--- config.mk ---
export PLATFORM = sky130hd
export DESIGN_NAME = uart_cmd_resp_flat
export DESIGN_NICKNAME = d
export VERILOG_FILES = /design/src/rtl/uart_cmd_resp_if.sv /design/src/rtl/uart_cmd_resp.sv /design/src/flat_wrapper.sv
export SDC_FILE = /design/constraint.sdc
export NUM_CORES = 1
export LEC_CHECK = 0
export CELL_PAD_IN_SITES_DETAIL_PLACEMENT = 1
export CELL_PAD_IN_SITES_GLOBAL_PLACEMENT = 2
export CORE_MARGIN = 4
export CORE_UTILIZATION = 42
export CTS_CLUSTER_DIAMETER = 80
export DETAILED_ROUTE_END_ITERATION = 10
export MAX_ROUTING_LAYER = met4
export PLACE_DENSITY = 0.81
export SYNTH_ARGS = -nofsm -noshare
export SYNTH_HDL_FRONTEND = slang
export SYNTH_SLANG_ARGS = --single-unit
--- constraint.sdc ---
create_clock -name clk -period 7.07 [get_ports clk]
set_input_delay 1.414 -clock clk [delete_from_list [all_inputs] [get_ports clk]]
set_output_delay 1.414 -clock clk [all_outputs]
set_load 0.005 [all_outputs]
--- src/rtl/uart_cmd_resp_if.sv ---
// Parallel side of the UART command/response block: assembled command out,
// response byte and its send request in.
interface uart_cmd_resp_if;
  logic [15:0] cmd;
  logic        cmd_rdy;
  logic        clr_cmd_rdy;
  logic [7:0]  resp;
  logic        trmt;
  logic        tx_done;

  modport master (
    input  cmd, cmd_rdy, tx_done,
    output clr_cmd_rdy, resp, trmt
  );

  modport slave (
    output cmd, cmd_rdy, tx_done,
    input  clr_cmd_rdy, resp, trmt
  );
endinterface

--- src/rtl/uart_cmd_resp.sv ---
// 8N1 UART that assembles two received bytes into a 16-bit command and
// independently transmits a one-byte response.
module uart_cmd_resp #(
  parameter int unsigned BAUD_DIV = 2604
) (
  input  logic           clk,
  input  logic           rst,
  input  logic           RX,
  output logic           TX,
  uart_cmd_resp_if.slave bus
);
  localparam logic [15:0] BaudMax  = 16'(BAUD_DIV - 1);
  localparam logic [15:0] BaudHalf = 16'((BAUD_DIV / 2) - 1);

  typedef enum logic {RxIdle, RxRecv} rx_state_e;
  typedef enum logic {AsmHi, AsmLo} asm_state_e;
  typedef enum logic {TxIdle, TxSend} tx_state_e;

  logic        r_rx_meta, r_rx_sync, r_rx_prev;
  logic [1:0]  r_sync_fill;
  rx_state_e   r_rx_state;
  asm_state_e  r_asm_state;
  logic [15:0] r_rx_baud;
  logic [3:0]  r_rx_bit;
  logic [7:0]  r_rx_shift;
  logic [15:0] r_cmd;
  logic        r_cmd_rdy;

  tx_state_e   r_tx_state;
  logic [15:0] r_tx_baud;
  logic [3:0]  r_tx_bit;
  logic [8:0]  r_tx_shift;
  logic        r_tx;
  logic        r_tx_done;

  logic        w_rx_fall;

  // Edges are trusted only once the flops hold real line samples, so a line
  // that is low when reset releases is not mistaken for a start bit.
  assign w_rx_fall = (r_sync_fill == 2'd3) & r_rx_prev & ~r_rx_sync;

  always_ff @(posedge clk or posedge rst) begin
    if (rst) begin
      r_rx_meta   <= 1'b1;
      r_rx_sync   <= 1'b1;
      r_rx_prev   <= 1'b1;
      r_sync_fill <= 2'd0;
    end else begin
      r_rx_meta <= RX;
      r_rx_sync <= r_rx_meta;
      r_rx_prev <= r_rx_sync;
      if (r_sync_fill != 2'd3) r_sync_fill <= r_sync_fill + 2'd1;
    end
  end

  always_ff @(posedge clk or posedge rst) begin
    if (rst) begin
      r_rx_state  <= RxIdle;
      r_asm_state <= AsmHi;
      r_rx_baud   <= 16'd0;
      r_rx_bit    <= 4'd0;
      r_rx_shift  <= 8'd0;
      r_cmd       <= 16'd0;
      r_cmd_rdy   <= 1'b0;
    end else begin
      // A set later in this block overrides the clear.
      if (bus.clr_cmd_rdy) r_cmd_rdy <= 1'b0;
      unique case (r_rx_state)
        RxIdle: begin
          if (w_rx_fall) begin
            r_rx_state <= RxRecv;
            r_rx_baud  <= BaudHalf;
            r_rx_bit   <= 4'd0;
          end
        end
        RxRecv: begin
          if (r_rx_baud != 16'd0) begin
            r_rx_baud <= r_rx_baud - 16'd1;
          end else begin
            r_rx_baud <= BaudMax;
            r_rx_bit  <= r_rx_bit + 4'd1;
            if (r_rx_bit == 4'd0) begin
              if (r_rx_sync) r_rx_state <= RxIdle;
            end else if (r_rx_bit != 4'd9) begin
              r_rx_shift <= {r_rx_sync, r_rx_shift[7:1]};
            end else begin
              r_rx_state <= RxIdle;
              if (!r_rx_sync) begin
                r_asm_state <= AsmHi;
              end else if (r_asm_state == AsmHi) begin
                r_cmd[15:8] <= r_rx_shift;
                r_cmd_rdy   <= 1'b0;
                r_asm_state <= AsmLo;
              end else begin
                r_cmd[7:0]  <= r_rx_shift;
                r_cmd_rdy   <= 1'b1;
                r_asm_state <= AsmHi;
              end
            end
          end
        end
        default: r_rx_state <= RxIdle;
      endcase
    end
  end

  always_ff @(posedge clk or posedge rst) begin
    if (rst) begin
      r_tx_state <= TxIdle;
      r_tx_baud  <= 16'd0;
      r_tx_bit   <= 4'd0;
      r_tx_shift <= 9'h1ff;
      r_tx       <= 1'b1;
      r_tx_done  <= 1'b0;
    end else begin
      unique case (r_tx_state)
        TxIdle: begin
          if (bus.trmt) begin
            r_tx_shift <= {1'b1, bus.resp};
            r_tx       <= 1'b0;
            r_tx_done  <= 1'b0;
            r_tx_baud  <= BaudMax;
            r_tx_bit   <= 4'd0;
            r_tx_state <= TxSend;
          end
        end
        TxSend: begin
          if (r_tx_baud != 16'd0) begin
            r_tx_baud <= r_tx_baud - 16'd1;
          end else begin
            r_tx_baud <= BaudMax;
            if (r_tx_bit == 4'd9) begin
              r_tx_state <= TxIdle;
              r_tx_done  <= 1'b1;
            end else begin
              r_tx       <= r_tx_shift[0];
              r_tx_shift <= {1'b1, r_tx_shift[8:1]};
              r_tx_bit   <= r_tx_bit + 4'd1;
            end
          end
        end
        default: r_tx_state <= TxIdle;
      endcase
    end
  end

  assign TX          = r_tx;
  assign bus.cmd     = r_cmd;
  assign bus.cmd_rdy = r_cmd_rdy;
  assign bus.tx_done = r_tx_done;
endmodule

--- src/flat_wrapper.sv ---
// flat-port wrapper written by rule: the top's interface ports become plain ports
module uart_cmd_resp_flat 
#(
  parameter int unsigned BAUD_DIV = 2604
)
  (clk, rst, RX, TX, bus_cmd, bus_cmd_rdy, bus_tx_done, bus_clr_cmd_rdy, bus_resp, bus_trmt);
  uart_cmd_resp_if bus_i ();
  input  logic clk;
  input  logic rst;
  input  logic RX;
  output logic TX;
  output wire logic [$bits(bus_i.cmd)-1:0] bus_cmd;
  output wire logic [$bits(bus_i.cmd_rdy)-1:0] bus_cmd_rdy;
  output wire logic [$bits(bus_i.tx_done)-1:0] bus_tx_done;
  input wire logic [$bits(bus_i.clr_cmd_rdy)-1:0] bus_clr_cmd_rdy;
  input wire logic [$bits(bus_i.resp)-1:0] bus_resp;
  input wire logic [$bits(bus_i.trmt)-1:0] bus_trmt;
  assign bus_cmd = bus_i.cmd;
  assign bus_cmd_rdy = bus_i.cmd_rdy;
  assign bus_tx_done = bus_i.tx_done;
  assign bus_i.clr_cmd_rdy = bus_clr_cmd_rdy;
  assign bus_i.resp = bus_resp;
  assign bus_i.trmt = bus_trmt;
  uart_cmd_resp #(.BAUD_DIV(BAUD_DIV)) u_core (.clk(clk), .rst(rst), .RX(RX), .TX(TX), .bus(bus_i));
endmodule
==> results.py <==
metrics = {
    "run_status": {
        "status": "finished clean",
    },
    "die": {
        "start_util_pct": 43.36,
        "ios": 32,
        "die_height_um": 105.9,
        "die_w_um": 105.9,
        "rows": 35,
        "dieArea_mm2": 0.01121,
        "core_mm2": 0.009284,
    },
    "synthesis": {
        "ys_seq_area_share_pct": 51.97,
        "synthArstFlopShare_pct": 100.0,
        "synth_warnings": 0,
        "ys_ff_latch": 83,
        "synth.distinct_cells": 58,
        "synth_enable_flop_cells": 0,
        "synth_area_per_cell_um2": 10.94,
        "netlist_area_mm2": 0.004025,
        "postSynthCellCount": 368,
        "synthesis.nets": 389,
        "synthFlopType": "dfrtp_1",
    },
    "power": {
        "p_leak_nw": 1.960,
        "ir_worst_vdd_uv": 126.2,
        "powerDensity_mw_per_mm2": 264.0,
        "finalPower_mw": 1.244,
    },
    "cts": {
        "clk_latency_ns": 0.36,
        "root_buffer": "clkbuf_8",
        "hold_buffers": 0,
        "cts_tree": "built",
        "cts_resized": 0,
        "clockBufferDepth": 2,
        "cts_num_sinks": 83,
        "htree_levels": 3,
        "cts.clk_slew.worst_paths_ns": 0.10,
        "numCtsBuffers": 9,
        "post-cts-setup-buffer-count": 0,
    },
    "sta": {
        "tightest_slew_ns": 1.124,
        "finalCriticalPeriod_ns": 2.978,
        "rsz0062_at_grt": "false",
        "clock.fmax_mhz": 335.8,
        "fin_crit_sh_pct": 42.13,
        "skew_ns": 0.01251,
        "max_slew_margin_pct": 24.79,
        "hold_viol": 0,
        "setup_violations": 0,
        "slew_violations": 0,
        "fin_tns_setup_ns": 0,
        "worst_slack_ns": 4.092,
    },
    "worst_setup_path": {
        "cp_max_fo": 13,
        "crit_path_end_kind": "flop",
        "reg2reg_slack_ns": 4.56,
        "critPathRequiredTime_ns": 7.36,
        "arrival_ns": 3.27,
        "start_kind": "primary input",
        "ff2ff_path_depth": 5,
        "timing.rr.end": "u_core.bus.cmd[15]",
        "critical_path_class": "in2reg",
        "r2r-start": "u_core.r_rx_baud[2]",
    },
    "routing": {
        "dr.pass1.iters": 4,
        "post_drt_wl_per_cell_um": 17.22,
        "vias": 3017,
        "drc": 0,
        "viasPerCell": 5.618,
        "initialDrtViolationCount": 92,
        "wirelength_um": 9245,
        "antenna_left": 0,
    },
    "worst_hold_path": {
        "hold_path.startpoint": "u_core.r_rx_meta",
        "hold_depth": 0,
        "hold_end": "u_core.r_rx_sync",
        "timing.hold.worst.class": "reg2reg",
    },
    "global_routing": {
        "grt_start_max_net_pins": 84,
        "antenna_found_initial": 0,
        "grt_pass1_wl_um": 16060,
        "track_usage_pct": 18.29,
        "grt_pass1_vias": 3151,
        "overflow": 0,
    },
    "finish": {
        "num_antenna_cells": 0,
        "final_common_cell": "dfrtp_1",
        "layout-drive-gt1-share_pct": 20.34,
        "area_growth_pct": 17.10,
        "finalNonFillerCells": 537,
        "fin_nets": 424,
        "final_cell_mix": "71 x dfrtp_1, 31 x clkdlybuf4s50_1, 30 x nand2_1",
    },
    "placement": {
        "dp_hpwl_um": 6373,
        "gp_congestion": 0.7649,
        "place_ws_ns": 3.680,
        "placed_cells": 521,
        "numPortBuffers": 31,
    },
    "run": {
        "maxCapViolCount": 0,
    },
}
## synthesized netlist by cell type (2+ instances only)
library cell,instances,area [um2]
a21o_1,4,30.03
a21oi_1,18,90.09
a22o_1,2,17.52
a31o_2,2,17.52
a31oi_1,5,31.28
and2_1,2,12.51
and3_1,2,12.51
clkbuf_1,9,33.78
dfrtp_1,71,1777
dfstp_2,12,315.3
ha_1,8,100.1
inv_1,12,45.04
mux2_2,25,281.5
mux2i_1,2,20.02
nand2_1,30,112.6
nand2b_1,9,56.30
nand3_1,5,25.02
nand3b_1,3,22.52
nand4_1,5,31.28
nor2_1,21,78.83
nor2b_1,2,12.51
nor3_1,13,65.06
nor3_4,2,32.53
nor4_1,5,31.28
nor4_4,2,42.54
nor4b_1,2,17.52
o211ai_1,2,15.01
o21ai_0,29,145.1
o21bai_1,2,15.01
o221a_2,7,78.83
o22ai_1,3,18.77
o311ai_0,2,17.52
o31ai_1,11,82.58
o41ai_1,2,17.52
or2_2,4,25.02
or3_1,5,31.28
or4_1,2,15.01
or4_4,2,22.52
xnor2_1,3,26.28
xor2_1,3,26.28
## power by group
part	total, mW	internal [mW]	leakage [nW]	switching, mW
sequential	0.628	0.539	1.00	0.0896
combinational	0.216	0.0925	0.845	0.123
clock	0.400	0.206	0.114	0.194
total	1.24	0.837	1.96	0.407
## critical path: stages
cell and delay (ns):
clkdlybuf4s50_1 0.51, nor2_1 0.89, a21oi_4 0.12, o221a_2 0.33
## metrics by stage
step | utilization [%] | area (um2) | hold slack [ns]
floorplan | - | 4025 | 0.3452
global placement | 48.27 | 4482 | 0.3464
detailed placement | 48.27 | 4482 | 0.3510
CTS | 50.77 | 4713 | 0.3546
global route | 50.77 | 4713 | 0.3641
finish | 50.77 | 4713 | 0.3504
## worst max-delay path by stage
stage | startpoint | endpoint | cells past startpoint
2_1_floorplan | rst | u_core.bus.cmd[0] | 1
5_1_grt | bus_trmt | u_core.r_tx_shift[0] | 4
3_3_place_gp | bus_trmt | u_core.r_tx_shift[0] | 4
4_1_cts | bus_trmt | u_core.r_tx_shift[6] | 4
3_5_place_dp | bus_trmt | u_core.r_tx_shift[2] | 4
6_report | bus_trmt | u_core.r_tx_shift[5] | 4
## final cells by class
cell class              count  area (um2)
fillers                  1017        4571
multi-input cells         263        1849
inverters                  12       46.29
flip-flops and latches     83        2092
clock buffers               9       123.9
well taps                 129       161.4
clock inverters             7       107.6
repair buffers             34       332.8
## logic make-up (layout without fill, tap and decap cells)
group	count (synthesis)	after routing	share of synthesized area, %
xor+xnor	6	6	1.306
compound gates	98	98	16.66
simple gates	124	124	18.00
fa+ha+maj	8	8	2.487
mux	27	27	7.491
buf+inv	22	62	2.082
flops	83	83	51.97
## registers in the layout, summed over array words and instances, names as in the netlist, 2 cells and up
signal,flops
u_core.r_tx_shift,8
u_core.r_rx_baud,16
u_core.r_rx_bit,4
u_core.r_rx_shift,8
u_core.r_tx_bit,4
u_core.r_sync_fill,2
u_core.bus.cmd,16
u_core.r_tx_baud,16
## metal layers
metal | up-vias | part of all wire [%] | GRT usage (%) | routed length (um)
met4 | 0 | 1.5 | 6.105 | 139
met3 | 10 | 1.6 | 2.793 | 148
met2 | 21 | 49 | 29.51 | 4535
met5 | - | 0 | - | 0
met1 | 1547 | 48 | 23.83 | 4422
li1 | 1439 | - | - | -
No activity file was read; power rests on OpenSTA's default activity.
